<file path="config.mk">
export PLATFORM = sky130hd
export DESIGN_NAME = serial_xnor_compare
export DESIGN_NICKNAME = d
export VERILOG_FILES = /design/src/rtl/serial_xnor_compare.sv
export SDC_FILE = /design/constraint.sdc
export NUM_CORES = 1
export LEC_CHECK = 0
export BUFFER_PORTS_ARGS = -buffer_cell sky130_fd_sc_hd__buf_4
export CAP_MARGIN = 20
export CORE_MARGIN = 2
export CORE_UTILIZATION = 49
export CTS_BUF_LIST = sky130_fd_sc_hd__clkbuf_4 sky130_fd_sc_hd__clkbuf_8
export CTS_CLUSTER_SIZE = 10
export DETAILED_ROUTE_END_ITERATION = 10
export GPL_ROUTABILITY_DRIVEN = 0
export PLACE_DENSITY = 0.76
export SLEW_MARGIN = 5
export SYNTH_ARGS = -nofsm -noshare
export SYNTH_HDL_FRONTEND = slang
export SYNTH_SLANG_ARGS = --single-unit
</file>
<file path="constraint.sdc">
create_clock -name clk -period 1.7 [get_ports clk]
set_clock_uncertainty 0.2 [all_clocks]
set_input_delay 0 -clock clk [delete_from_list [all_inputs] [get_ports clk]]
set_output_delay 0 -clock clk [all_outputs]
set_load 0.01 [all_outputs]
</file>
<file path="src/rtl/serial_xnor_compare.sv">
// Serial bit-pair comparator: streams WIDTH A/B pairs (LSB first) and reports
// whether the frame matched, how many pairs differed and where the first difference was.
module serial_xnor_compare #(
   parameter  int WIDTH = 8,
   localparam int CW    = $clog2(WIDTH + 1),
   localparam int IW    = $clog2(WIDTH)
) (
   input  logic          clk,
   input  logic          rst,
   input  logic          start,
   input  logic          A,
   input  logic          B,
   input  logic          bit_valid,
   output logic          busy,
   output logic          done,
   output logic          equal,
   output logic [CW-1:0] mism_cnt,
   output logic          first_vld,
   output logic [IW-1:0] first_idx
);

   typedef enum logic [1:0] {
      ST_IDLE = 2'd0,
      ST_RUN  = 2'd1,
      ST_DONE = 2'd2
   } state_t;

   localparam logic [IW-1:0] LAST_IDX = IW'(WIDTH - 1);
   localparam logic [CW-1:0] MISM_MAX = CW'(WIDTH);

   state_t          state_q, state_d;
   logic [IW-1:0]   bit_cnt_q, bit_cnt_d;
   logic [CW-1:0]   mism_q, mism_d;
   logic            fvld_q, fvld_d;
   logic [IW-1:0]   fidx_q, fidx_d;
   logic            equal_q, equal_d;
   logic            busy_q, busy_d;
   logic            done_q, done_d;

   logic            match_s;
   logic            last_s;
   logic [CW-1:0]   mism_inc_s;

   assign match_s    = ~(A ^ B);
   assign last_s     = (bit_cnt_q == LAST_IDX);
   assign mism_inc_s = (mism_q == MISM_MAX) ? mism_q : (mism_q + CW'(1));

   // Next-state and result update; busy/done are derived from the next state so they leave a flop.
   always_comb begin
      state_d   = state_q;
      bit_cnt_d = bit_cnt_q;
      mism_d    = mism_q;
      fvld_d    = fvld_q;
      fidx_d    = fidx_q;
      equal_d   = equal_q;

      case (state_q)
         ST_IDLE: begin
            if (start) begin
               state_d   = ST_RUN;
               bit_cnt_d = IW'(0);
               mism_d    = CW'(0);
               fvld_d    = 1'b0;
               fidx_d    = IW'(0);
               equal_d   = 1'b0;
            end else begin
               state_d   = ST_IDLE;
            end
         end
         ST_RUN: begin
            if (bit_valid) begin
               mism_d = match_s ? mism_q : mism_inc_s;
               if (!match_s && !fvld_q) begin
                  fvld_d = 1'b1;
                  fidx_d = bit_cnt_q;
               end else begin
                  fvld_d = fvld_q;
                  fidx_d = fidx_q;
               end
               // The final pair is folded into equal on the same edge that enters DONE.
               if (last_s) begin
                  bit_cnt_d = IW'(0);
                  state_d   = ST_DONE;
                  equal_d   = (mism_d == CW'(0));
               end else begin
                  bit_cnt_d = bit_cnt_q + IW'(1);
                  state_d   = ST_RUN;
               end
            end else begin
               state_d = ST_RUN;
            end
         end
         ST_DONE: begin
            state_d = ST_IDLE;
         end
         default: begin
            state_d = ST_IDLE;
         end
      endcase

      busy_d = (state_d == ST_RUN);
      done_d = (state_d == ST_DONE);
   end

   // State and result registers with synchronous reset.
   always_ff @(posedge clk) begin
      if (rst) begin
         state_q   <= ST_IDLE;
         bit_cnt_q <= IW'(0);
         mism_q    <= CW'(0);
         fvld_q    <= 1'b0;
         fidx_q    <= IW'(0);
         equal_q   <= 1'b0;
         busy_q    <= 1'b0;
         done_q    <= 1'b0;
      end else begin
         state_q   <= state_d;
         bit_cnt_q <= bit_cnt_d;
         mism_q    <= mism_d;
         fvld_q    <= fvld_d;
         fidx_q    <= fidx_d;
         equal_q   <= equal_d;
         busy_q    <= busy_d;
         done_q    <= done_d;
      end
   end

   assign busy      = busy_q;
   assign done      = done_q;
   assign equal     = equal_q;
   assign mism_cnt  = mism_q;
   assign first_vld = fvld_q;
   assign first_idx = fidx_q;

endmodule

</file>
## Word-level counts from Yosys, hierarchy flattened

Cells that the tools add are included.

| word-level totals | value |
|---|---|
| flip-flop bits (word level) | 16 |
| input bits | 6 |
| logic and storage cells | 51 |
| output and inout bits | 11 |

| cells by class | value |
|---|---|
| mux-type cells | 23 |
| $add $sub $neg | 2 |
| eq/ne operators | 9 |
| bitwise operators | 1 |
| reductions and logical operators | 8 |

Operators by type and width:

| operator | count |
|---|---|
| $mux W4 | 4 |
| $mux W3 | 5 |
| $pmux W3 S2 | 2 |
| $ne A2 B2 Y1 const B | 4 |
| $pmux W4 S2 | 1 |
| $reduce_and A4 Y1 | 2 |
| $mux W1 | 6 |
| $add A4 B1 Y4 const B | 1 |
| $eq A2 B1 Y1 const B | 2 |
| $eq A4 B4 Y1 const B | 1 |
| $logic_not A4 Y1 | 1 |
| $mux W2 | 2 |
| $pmux W1 S2 | 2 |
| $pmux W2 S2 | 1 |
| $add A3 B1 Y3 const B | 1 |
| $eq A3 B3 Y1 const B | 1 |
| $reduce_and A3 Y1 | 1 |
| $eq A2 B2 Y1 const B | 1 |
| $logic_not A2 Y1 | 1 |
| $reduce_bool A2 Y1 | 1 |
| $logic_and A1 B1 Y1 | 1 |
| $logic_not A1 Y1 | 1 |
| $xor A1 B1 Y1 | 1 |

## Logic depth before layout (Yosys ltp)

Gate-level depths: netlist of the first run.

| logic depth | value |
|---|---|
| depth in word-level cells | 7 |
| depth in mapped cells | 6 |
| gate-level depth less buffers | 6 |

## Worst setup path before layout of the first run

No wires, ideal clock.

| timing | value |
|---|---|
| path kind | reg2reg |
| start point | register mism_q[0], in the netlist mism_cnt[0] |
| end point | register mism_q[2], in the netlist mism_cnt[2] |
| setup slack | -0.011 ns |
| path buffers | 0 |
| arrival time | 1.440 ns |
| clock period less this slack | 1.711 ns |
| stages on the path, launching flop included | 6 |
| library setup time | 0.071 ns |
| required time | 1.429 ns |
| cell sequence | dfxtp_1 ha_1 inv_1 or3_1 a211o_1 a21oi_1 |

| on the way | value |
|---|---|
| cells in the longest elaborated chain, start to end | 5 |
| elaborated cells between the ends (all ways) | 6 |
| classes of those cells | add/sub (1); eq/ne (1); mux (4) |

RTL lines:

| what | RTL line | text |
|---|---|---|
| start, declared | 33 | `logic [CW-1:0] mism_q, mism_d;` |
| start signal, assigned | 119 | `mism_q <= mism_d;` |
| $add A4 B1 Y4 / $eq A4 B4 Y1 (equally long branches) | 46 | `assign mism_inc_s = (mism_q == MISM_MAX) ? mism_q : (mism_q + CW'(1));` |
| $mux W4 * | 46 |  |
| $mux W4 * | 72 | `mism_d = match_s ? mism_q : mism_inc_s;` |
| $mux W4 * | 71 | `if (bit_valid) begin` |
| $pmux W4 S2 * | 57 | `case (state_q)` |

Every way passes the cells marked *; elsewhere a longest branch is shown, timed or not. The select of a mux whose other input is x is not followed.
A chain may end at the register's enable or synchronous reset.

## Worst setup path in the final report of the first run

Same ends and word-level chain as after synthesis.

==> reports/results.ini, run 1 <==
[route]
via_per_inst = 5.74
wl_met1_um = 842
post-route-drc-count = 0
wl_per_cell_um = 14.3
maxUsedRoutingLayer = met4
ant_nets = 0
dr.first_iter.drc_count = 11
routed_wl_mm = 1.94
wl_met3_um = 59
route.met2.wl_mm = 1.03
num_vias = 780
firstDrtPassIters = 4

[timing]
layout_min_cycle_time_ps = 1670
max_freq_ghz = 0.597
min_period_over_period_pct = 98.4
tightest_slew_ps = 376
timing.slew.headroom_pct = 75.0
slew_violations = 0
hold_ws_ps = 66.6
rsz0062_at_grt = yes
worst_slack_ps = 26.4
setup_violations = 0
hold_violations = 0

[pwr]
finalPower_uw = 710
peakVddDrop_uv = 500
power.density_mw_per_mm2 = 663
leakagePower_nw = 0.468

[worst_hold_path]
hp-class = in2reg

[global_routing]
antenna_found_initial = 0
grtUsageTotal_pct = 21.1
grt_max_degree = 16
grt-ovfl-total = 0
grt_pass1_vias = 768
grt_pass1_wl_mm = 3.13

[synth]
syn-num-nets = 100
synthDistinctLibCells = 28
yosysSeqAreaShare_pct = 41.2
yosysMostFrequentCell = dfxtp_1
ys_seq_elements = 16
syn_area_um2 = 778
synth_cells = 90
async_flop_share_pct = 0
synth_ff_type = dfxtp_1
yosysTopAreaCell = dfxtp_1
synth_top_area_share_pct = 41.2
avgSynthCellArea_um2 = 8.65
ys_warn_count = 0
synth_commonest_cells = dfxtp_1 (16), a21oi_1 (12), nor2_1 (7), o21ai_0 (6), nand4_1 (5)
synth_edf_count = 0
ys_top_cells_by_area = dfxtp_1 (41%), a21oi_1 (7.7%), ha_1 (6.4%)

[layout]
n_antenna_cell = 0
nFillCells = 124
area_growth_pct = 37.6
final_nets = 132
drive_gt1_share_pct = 28.3

[cts]
clkTransAtPathRegs_ps = 90
clock_sinks = 16
numCtsBuffers = 3
cts.path.max_buffers = 2
clk_latency_ps = 280
cts-root-buf = clkbuf_4
htreeDepth = 1
cts_tree = yes

[die]
die_width_um = 43.9
core-area_mm2 = 0.00149
die_h_um = 43.9
start_util_pct = 52.3
pin_count = 17
design.die.area_mm2 = 0.00192
row_count = 14

[placement]
dpl.hpwl_mm = 1.29
io_buffers = 16
pre_cts_ws_ps = 13.4

[worst_setup_path]
r2r_end = mism_cnt[2]$_SDFFE_PP0P_
path_class = reg2reg
arrival_ps = 1680
r2r_slack_ps = 30
crit_required_ps = 1710
reg2reg_depth = 5
crit_end = mism_cnt[2]$_SDFFE_PP0P_
r2r_start = mism_cnt[0]$_SDFFE_PP0P_
cp-end-kind = register
crit_fanout = 5
worstSetupStartpointType = register
crit_start = mism_cnt[0]$_SDFFE_PP0P_

[job]
max-cap-violations = 0

[outcome]
status = finished clean

-- cell type report --
type / count / area, µm² / area share [%]
Inverter: 3 / 11.3 / 1.05
Sequential cell: 16 / 328 / 30.6
Clock buffer: 3 / 22.5 / 2.10
Multi-Input combinational cell: 69 / 457 / 42.6
Tap cell: 16 / 20.0 / 1.87
Timing Repair Buffer: 29 / 233 / 21.7
-- report_power, final --
| part | switching (mW) | internal [mW] | total [mW] |
|---|---|---|---|
| logic | 0.0654 | 0.0615 | 0.127 |
| clock network | 0.112 | 0.0821 | 0.194 |
| registers | 0.00791 | 0.380 | 0.388 |
| total | 0.186 | 0.524 | 0.710 |
-- sequential cells by signal, summed over array words and instances, names as in the netlist --
signal     cells
bit_cnt_q      3
busy           1
done           1
equal          1
first_idx      3
first_vld      1
mism_cnt       4
state_q        2
-- through the flow --
stage,util (%),instance area [µm²],TNS (ps),instances
floorplan,-,779,0,90
global placement,63.8,950,0,125
detailed placement,63.8,950,0,125
CTS,68.9,1030,0,133
global route,71.9,1070,-82.9,136
finish,71.9,1070,0,136
-- critical path: stages, from the launching register on --
cell and delay [ps]:
dfxtp_4 380, ha_1 150, inv_1 50, or3_4 370, a211o_1 300, a21oi_1 160
-- what timing repair did --
item / in CTS / in global routing
hold endpoints to repair: 16 / 0
setup buffers: 0 / 3
gates resized for setup: 2 / 5
setup endpoints to repair: 1 / 3
hold buffers: 5 / 0
-- placed cells by master (no fill, tap or decap), types with 2 or more instances in the layout --
| cell | count |
|---|---|
| buf_4 | 24 |
| nor3_1 | 2 |
| dfxtp_4 | 2 |
| inv_1 | 3 |
| a211oi_1 | 2 |
| nand2b_1 | 3 |
| nand3_1 | 4 |
| nor2_1 | 7 |
| nand3b_1 | 2 |
| o211a_1 | 2 |
| dlygate4sd3_1 | 4 |
| mux2i_1 | 2 |
| nand4_1 | 5 |
| o21ai_0 | 6 |
| ha_1 | 4 |
| clkbuf_4 | 3 |
| nand2_1 | 4 |
| a21oi_1 | 12 |
| dfxtp_1 | 14 |
-- worst min path at each step --
| stage | startpoint | to | slack, ps | cells past startpoint |
|---|---|---|---|---|
| finish | B | first_idx[2]$_SDFFE_PP0P_ | 70 | 5 |
| global placement | start | state_q[0]$_SDFF_PP0_ | 50 | 2 |
| detailed placement | start | busy$_SDFF_PP0_ | 50 | 2 |
| floorplan | rst | first_vld$_SDFFE_PP0P_ | -130 | 1 |
| global route | B | first_idx[0]$_SDFFE_PP0P_ | 80 | 5 |
| CTS | B | first_vld$_SDFFE_PP0P_ | 60 | 5 |
-- layer usage --
metal  GRT usage, %  up-vias
met1           25.8      373
met3           2.50        2
met5              0        -
met2           35.3       11
met4           12.1        0
li1               -      394
-- cell families (layout without fill, tap and decap cells) --
family	after synthesis	in the layout	synth area share, %
multiplexers	2	2	2.57
AND/OR/NAND/NOR	32	32	21.5
XOR/XNOR	2	2	2.25
AO/OA/AOI/OAI	29	29	23.6
buffers and inverters	5	35	2.41
adder cells (fa/ha/maj)	4	4	6.43
flip-flops	16	16	41.2
(Power assumes the default switching activity.)
==> inputs of run 2 (changes only) <==
--- a/config.mk
+++ b/config.mk
@@ -5,15 +5,16 @@
 export SDC_FILE = /design/constraint.sdc
 export NUM_CORES = 1
 export LEC_CHECK = 0
-export BUFFER_PORTS_ARGS = -buffer_cell sky130_fd_sc_hd__buf_4
+export BUFFER_PORTS_ARGS = -buffer_cell sky130_fd_sc_hd__buf_2
 export CAP_MARGIN = 20
 export CORE_MARGIN = 2
-export CORE_UTILIZATION = 49
+export CORE_UTILIZATION = 45
 export CTS_BUF_LIST = sky130_fd_sc_hd__clkbuf_4 sky130_fd_sc_hd__clkbuf_8
+export CTS_CLUSTER_DIAMETER = 60
 export CTS_CLUSTER_SIZE = 10
 export DETAILED_ROUTE_END_ITERATION = 10
 export GPL_ROUTABILITY_DRIVEN = 0
-export PLACE_DENSITY = 0.76
+export PLACE_DENSITY = 0.71
 export SLEW_MARGIN = 5
 export SYNTH_ARGS = -nofsm -noshare
 export SYNTH_HDL_FRONTEND = slang
==> reports/results.ini, run 2 (same netlist as run 1, synthesis figures left out) <==
[route]
routed_wl_mm = 1.79  ; -7.5%
dr.first_iter.drc_count = 23  ; +12
post-route-drc-count = 0  ; unchanged
num_vias = 780  ; unchanged
wl_per_cell_um = 13.3  ; -6.8%
firstDrtPassIters = 4  ; unchanged
via_per_inst = 5.78  ; +0.74%
ant_nets = 0  ; unchanged

[worst_setup_path]
crit_required_ps = 1730  ; +20 ps
reg2reg_depth = 5  ; unchanged
path_class = reg2reg
worstSetupStartpointType = register
arrival_ps = 1690  ; about the same
r2r_end = mism_cnt[2]$_SDFFE_PP0P_
crit_fanout = 9  ; +4
r2r_slack_ps = 40  ; +20 ps
r2r_start = mism_cnt[0]$_SDFFE_PP0P_
cp-end-kind = register

[pwr]
peakVddDrop_uv = 446  ; -11%
leakagePower_nw = 0.452  ; -3.3%
share_comb_of_total_power_pct = 16.1  ; -1.8 points
power.density_mw_per_mm2 = 721  ; +8.7%
swShare_pct = 26.1  ; about the same
power_frac_clock_pct = 33.4  ; +6.0 points
p_int_uw = 573  ; +9.4%
switching_power_uw = 203  ; +9.3%
power.share.sequential_pct = 50.5  ; -4.2 points

[cts]
clock_sinks = 16  ; unchanged
cts-root-buf = clkbuf_4
htreeDepth = 1  ; unchanged
cts_tree = yes
clk_latency_ps = 290  ; about the same
clkTransAtPathRegs_ps = 100  ; about the same
cts.path.max_buffers = 2  ; unchanged
numCtsBuffers = 3  ; unchanged

[worst_hold_path]
holdPathStages = 5  ; unchanged
hp-class = in2reg
hp-start = B
hold_end = mism_cnt[2]$_SDFFE_PP0P_

[die]
core-area_mm2 = 0.00167  ; +12%
die_h_um = 45.6  ; +4.0%
die_width_um = 45.6  ; +4.0%
row_count = 15  ; +1
design.die.area_mm2 = 0.00208  ; +8.1%
pin_count = 17  ; unchanged
start_util_pct = 46.6  ; -5.7 points

[timing]
slew_violations = 0  ; unchanged
timing.slew.headroom_pct = 72.8  ; -2.1 points
hold_violations = 0  ; unchanged
setup_violations = 0  ; unchanged
setup_tns_ps = 0  ; unchanged
max_freq_ghz = 0.603  ; +0.96%
layout_min_cycle_time_ps = 1660  ; -15.9 ps
min_period_over_period_pct = 97.5  ; -0.93 points
tightest_slew_ps = 407  ; +30.9 ps

[job]
max-cap-violations = 0  ; unchanged

[global_routing]
grt-ovfl-total = 0  ; unchanged
grt_use_met3_pct = 2.78  ; +0.28 points
antenna_found_initial = 0  ; unchanged
grtUsageTotal_pct = 18.1  ; -2.9 points
grt_pass1_vias = 666  ; -13%
grt.busiest_layer = met2
grt_max_degree = 16  ; unchanged
grt_pass1_wl_mm = 2.77  ; -11%
use_met2_pct = 30.7  ; -4.6 points
gr-usage-met1_pct = 22.8  ; -3.0 points

[layout]
instances_no_fill = 135  ; -0.74%
nFillCells = 133  ; +7.3%
drive_gt1_share_pct = 31.4  ; +3.0 points
final_common_cell = buf_2
largest_register_ffs = 4  ; unchanged
final_cell_mix = buf_2 (15), dfxtp_1 (13), a21oi_1 (12)
area_growth_pct = 38.4
n_antenna_cell = 0  ; unchanged
final_nets = 129  ; -2.3%

[placement]
io_buffers = 16  ; unchanged
dp_cells = 125  ; unchanged
dpl.hpwl_mm = 1.20  ; -6.7%

[outcome]
status = finished clean

## run 2: cell types whose count changed in the layout (fill, tap and decap cells not counted), sizes merged
| cell | delta |
|---|---|
| clkbuf | +1 |
| buf | -3 |
## run 2: how the worst max path moves through the flow
stage	startpoint	to	slack, ps
finish	mism_cnt[0]$_SDFFE_PP0P_	mism_cnt[2]$_SDFFE_PP0P_	40
global route	mism_cnt[1]$_SDFFE_PP0P_	equal$_SDFFE_PP0P_	-10
CTS	mism_cnt[0]$_SDFFE_PP0P_	mism_cnt[2]$_SDFFE_PP0P_	20
detailed placement	mism_cnt[0]$_SDFFE_PP0P_	mism_cnt[2]$_SDFFE_PP0P_	40
global placement	mism_cnt[0]$_SDFFE_PP0P_	mism_cnt[2]$_SDFFE_PP0P_	90
floorplan	mism_cnt[1]$_SDFFE_PP0P_	mism_cnt[2]$_SDFFE_PP0P_	0.6
## run 2: layer usage
metal / routed length [µm] / up-vias
met1: 823 / 369
met5: 0 / -
met4: 13 / 0
met3: 54 / 2
li1: - / 392
met2: 901 / 17
## run 2: stage by stage
step	area (µm²)	hold WS [ps]	total power, mW	utilization, %	setup slack, ps
after floorplan	779	-127	0.458	-	0.619
after global placement	903	52.7	0.491	54.1	94.7
after detailed placement	903	72.1	0.494	54.1	42.0
after CTS	990	64.1	0.754	59.3	18.7
after global routing	1080	63.5	0.806	64.5	-10.0
final	1080	44.6	0.776	64.5	42.2
## run 2: power by group through the flow
stage                     registers, mW  logic (mW)  clock network (mW)
after floorplan                   0.402      0.0567                   0
after global placement            0.400      0.0918                   0
after detailed placement          0.400      0.0939                   0
after CTS                         0.391       0.105               0.258
after global routing              0.393       0.136               0.277
final                             0.392       0.125               0.259
## run 2: final cells by class
class,instances,area (µm²),area share (%)
Sequential cell,16,327,30.3
Clock buffer,4,36.3,3.37
Timing Repair Buffer,26,189,17.5
Tap cell,17,21.3,1.97
Inverter,3,11.3,1.05
Multi-Input combinational cell,69,493,45.8
## run 2: worst max-delay path, cell delays in order, from the launching register on
cell and delay, ps:
dfxtp_4 400, ha_1 150, inv_1 40, or3_1 360, a211o_1 300, a21oi_1 140
## run 2: timing repair
action	in CTS	in global routing
resized for setup	0	14
buffers inserted	0	1
hold endpoints to repair	16	0
setup endpoints to repair	0	3
hold buffers	5	0
==> inputs of run 3 (changes only) <==
--- a/config.mk
+++ b/config.mk
@@ -5,16 +5,20 @@
 export SDC_FILE = /design/constraint.sdc
 export NUM_CORES = 1
 export LEC_CHECK = 0
+export ABC_CLOCK_PERIOD_IN_PS = 1700
 export BUFFER_PORTS_ARGS = -buffer_cell sky130_fd_sc_hd__buf_2
 export CAP_MARGIN = 20
+export CELL_PAD_IN_SITES_DETAIL_PLACEMENT = 1
+export CELL_PAD_IN_SITES_GLOBAL_PLACEMENT = 1
+export CORE_ASPECT_RATIO = 0.6
 export CORE_MARGIN = 2
-export CORE_UTILIZATION = 45
+export CORE_UTILIZATION = 36
 export CTS_BUF_LIST = sky130_fd_sc_hd__clkbuf_4 sky130_fd_sc_hd__clkbuf_8
 export CTS_CLUSTER_DIAMETER = 60
 export CTS_CLUSTER_SIZE = 10
 export DETAILED_ROUTE_END_ITERATION = 10
 export GPL_ROUTABILITY_DRIVEN = 0
-export PLACE_DENSITY = 0.71
+export PLACE_DENSITY_LB_ADDON = 0.1
 export SLEW_MARGIN = 5
 export SYNTH_ARGS = -nofsm -noshare
 export SYNTH_HDL_FRONTEND = slang
==> reports/results.ini, run 3 (same netlist as run 1, synthesis figures left out) <==
[outcome]
status = finished clean

[route]
post-route-drc-count = 0  ; unchanged
via_per_inst = 5.24  ; -9.3%
ant_nets = 0  ; unchanged
wl_per_cell_um = 14.4  ; +8.5%
num_vias = 755  ; -3.2%
dr.first_iter.drc_count = 37  ; +61%
firstDrtPassIters = 3  ; -1
routed_wl_mm = 2.08  ; +16%

[timing]
tightest_slew_ps = 472  ; +65.7 ps
min_period_over_period_pct = 96.4  ; -1.1 points
worst_slack_ps = 61.6  ; +19.4 ps
layout_min_cycle_time_ps = 1640  ; -19.4 ps
timing.slew.headroom_pct = 68.3  ; -4.6 points
rsz0062_at_grt = yes
max_freq_ghz = 0.610  ; +1.2%
slew_violations = 0  ; unchanged
setup_tns_ps = 0  ; unchanged
setup_violations = 0  ; unchanged
hold_violations = 0  ; unchanged

[die]
die_h_um = 40.0  ; -12%
pin_count = 17  ; unchanged
design.die.area_mm2 = 0.00256  ; +23%
core-area_mm2 = 0.00194  ; +16%
die_width_um = 64.0  ; +40%
start_util_pct = 40.2  ; -6.4 points
row_count = 12  ; -3

[layout]
final_nets = 128  ; -0.78%
final_cell_mix = buf_2 (16), a21oi_1 (12), dfxtp_1 (12)
largest_register_ffs = 4  ; unchanged
final_common_cell = buf_2
area_growth_pct = 30.4
drive_gt1_share_pct = 30.2  ; -1.2 points
n_antenna_cell = 0  ; unchanged

[worst_hold_path]
hp-class = in2reg

[pwr]
leakagePower_nw = 0.425  ; -6.0%
finalPower_uw = 697  ; -10%
power.density_mw_per_mm2 = 687  ; -4.7%
peakVddDrop_uv = 390  ; -13%

[job]
max-cap-violations = 0  ; unchanged

[cts]
clkTransAtPathRegs_ps = 100  ; about the same
cts_tree = yes
clock_sinks = 16  ; unchanged
numCtsBuffers = 3  ; unchanged
cts-root-buf = clkbuf_4
clk_latency_ps = 280  ; about the same
htreeDepth = 1  ; unchanged
cts.path.max_buffers = 2  ; unchanged

[global_routing]
grt-ovfl-total = 0  ; unchanged
grt_pass1_wl_mm = 3.33  ; +20%
grt_max_degree = 16  ; unchanged
antenna_found_initial = 0  ; unchanged
grt_pass1_vias = 669  ; +0.45%
grtUsageTotal_pct = 17.8  ; -0.35 points

[placement]
dpl.hpwl_mm = 1.54  ; +28%
pre_cts_ws_ps = -22.1  ; -64.1 ps
io_buffers = 16  ; unchanged

[worst_setup_path]
worstSetupStartpointType = register
path_class = reg2reg
crit_fanout = 4  ; -5
arrival_ps = 1640  ; -50 ps
cp-end-kind = register
crit_required_ps = 1700  ; -30 ps

## run 3: area by class of cell
cell class / count / area [µm²]
timing repair buffer: 25 / 159
fill: 241 / 922
inverter: 3 / 11.3
tap: 28 / 35.0
sequential: 16 / 325
clock buffer: 3 / 22.5
multi-input combinational: 69 / 462
## run 3: repair_timing
item,in CTS,in global routing
setup endpoints to repair,1,8
hold buffers,3,0
hold endpoints to repair,16,0
buffers inserted,0,1
resized for setup,1,7
pin swaps,0,1
## run 3: routing by layer
layer | vias up | GRT usage (%) | share of wire (%)
met2 | 12 | 26.0 | 38
li1 | 389 | - | -
met5 | - | 0 | 0
met1 | 352 | 26.0 | 58
met3 | 2 | 5.06 | 3.3
met4 | 0 | 3.26 | 0.53
## run 3: metrics by stage
stage,hold WS [ps],instance area (µm²),std cells,util (%)
global placement,52.2,925,137,47.7
finish,64.7,1010,144,52.4
CTS,53.9,982,143,50.7
detailed placement,62.5,925,137,47.7
global route,89.0,1010,144,52.4
floorplan,-127,779,90,-
## run 3: worst paths after layout
kind | cells past startpoint | endpoint | slack [ps] | startpoint
max | 6 | equal$_SDFFE_PP0P_ | 60 | bit_cnt_q[0]$_SDFFE_PP0P_
min | 5 | mism_cnt[0]$_SDFFE_PP0P_ | 60 | A
min reg2reg | 2 | bit_cnt_q[1]$_SDFFE_PP0P_ | 270 | bit_cnt_q[1]$_SDFFE_PP0P_
max reg2reg | 6 | equal$_SDFFE_PP0P_ | 60 | bit_cnt_q[0]$_SDFFE_PP0P_
## run 3: power breakdown
part / switching (mW) / total, mW / internal [mW]
Sequential: 0.00835 / 0.392 / 0.383
Combinational: 0.0624 / 0.108 / 0.0453
Clock: 0.115 / 0.197 / 0.0822
Total: 0.186 / 0.697 / 0.511
## run 3: worst max-delay path, stage by stage (launching register included)
cell and delay, ps:
dfxtp_2 360, ha_1 150, ha_1 170, nand3_1 110, nor3_2 230, nand4_1 120, o32ai_1 220
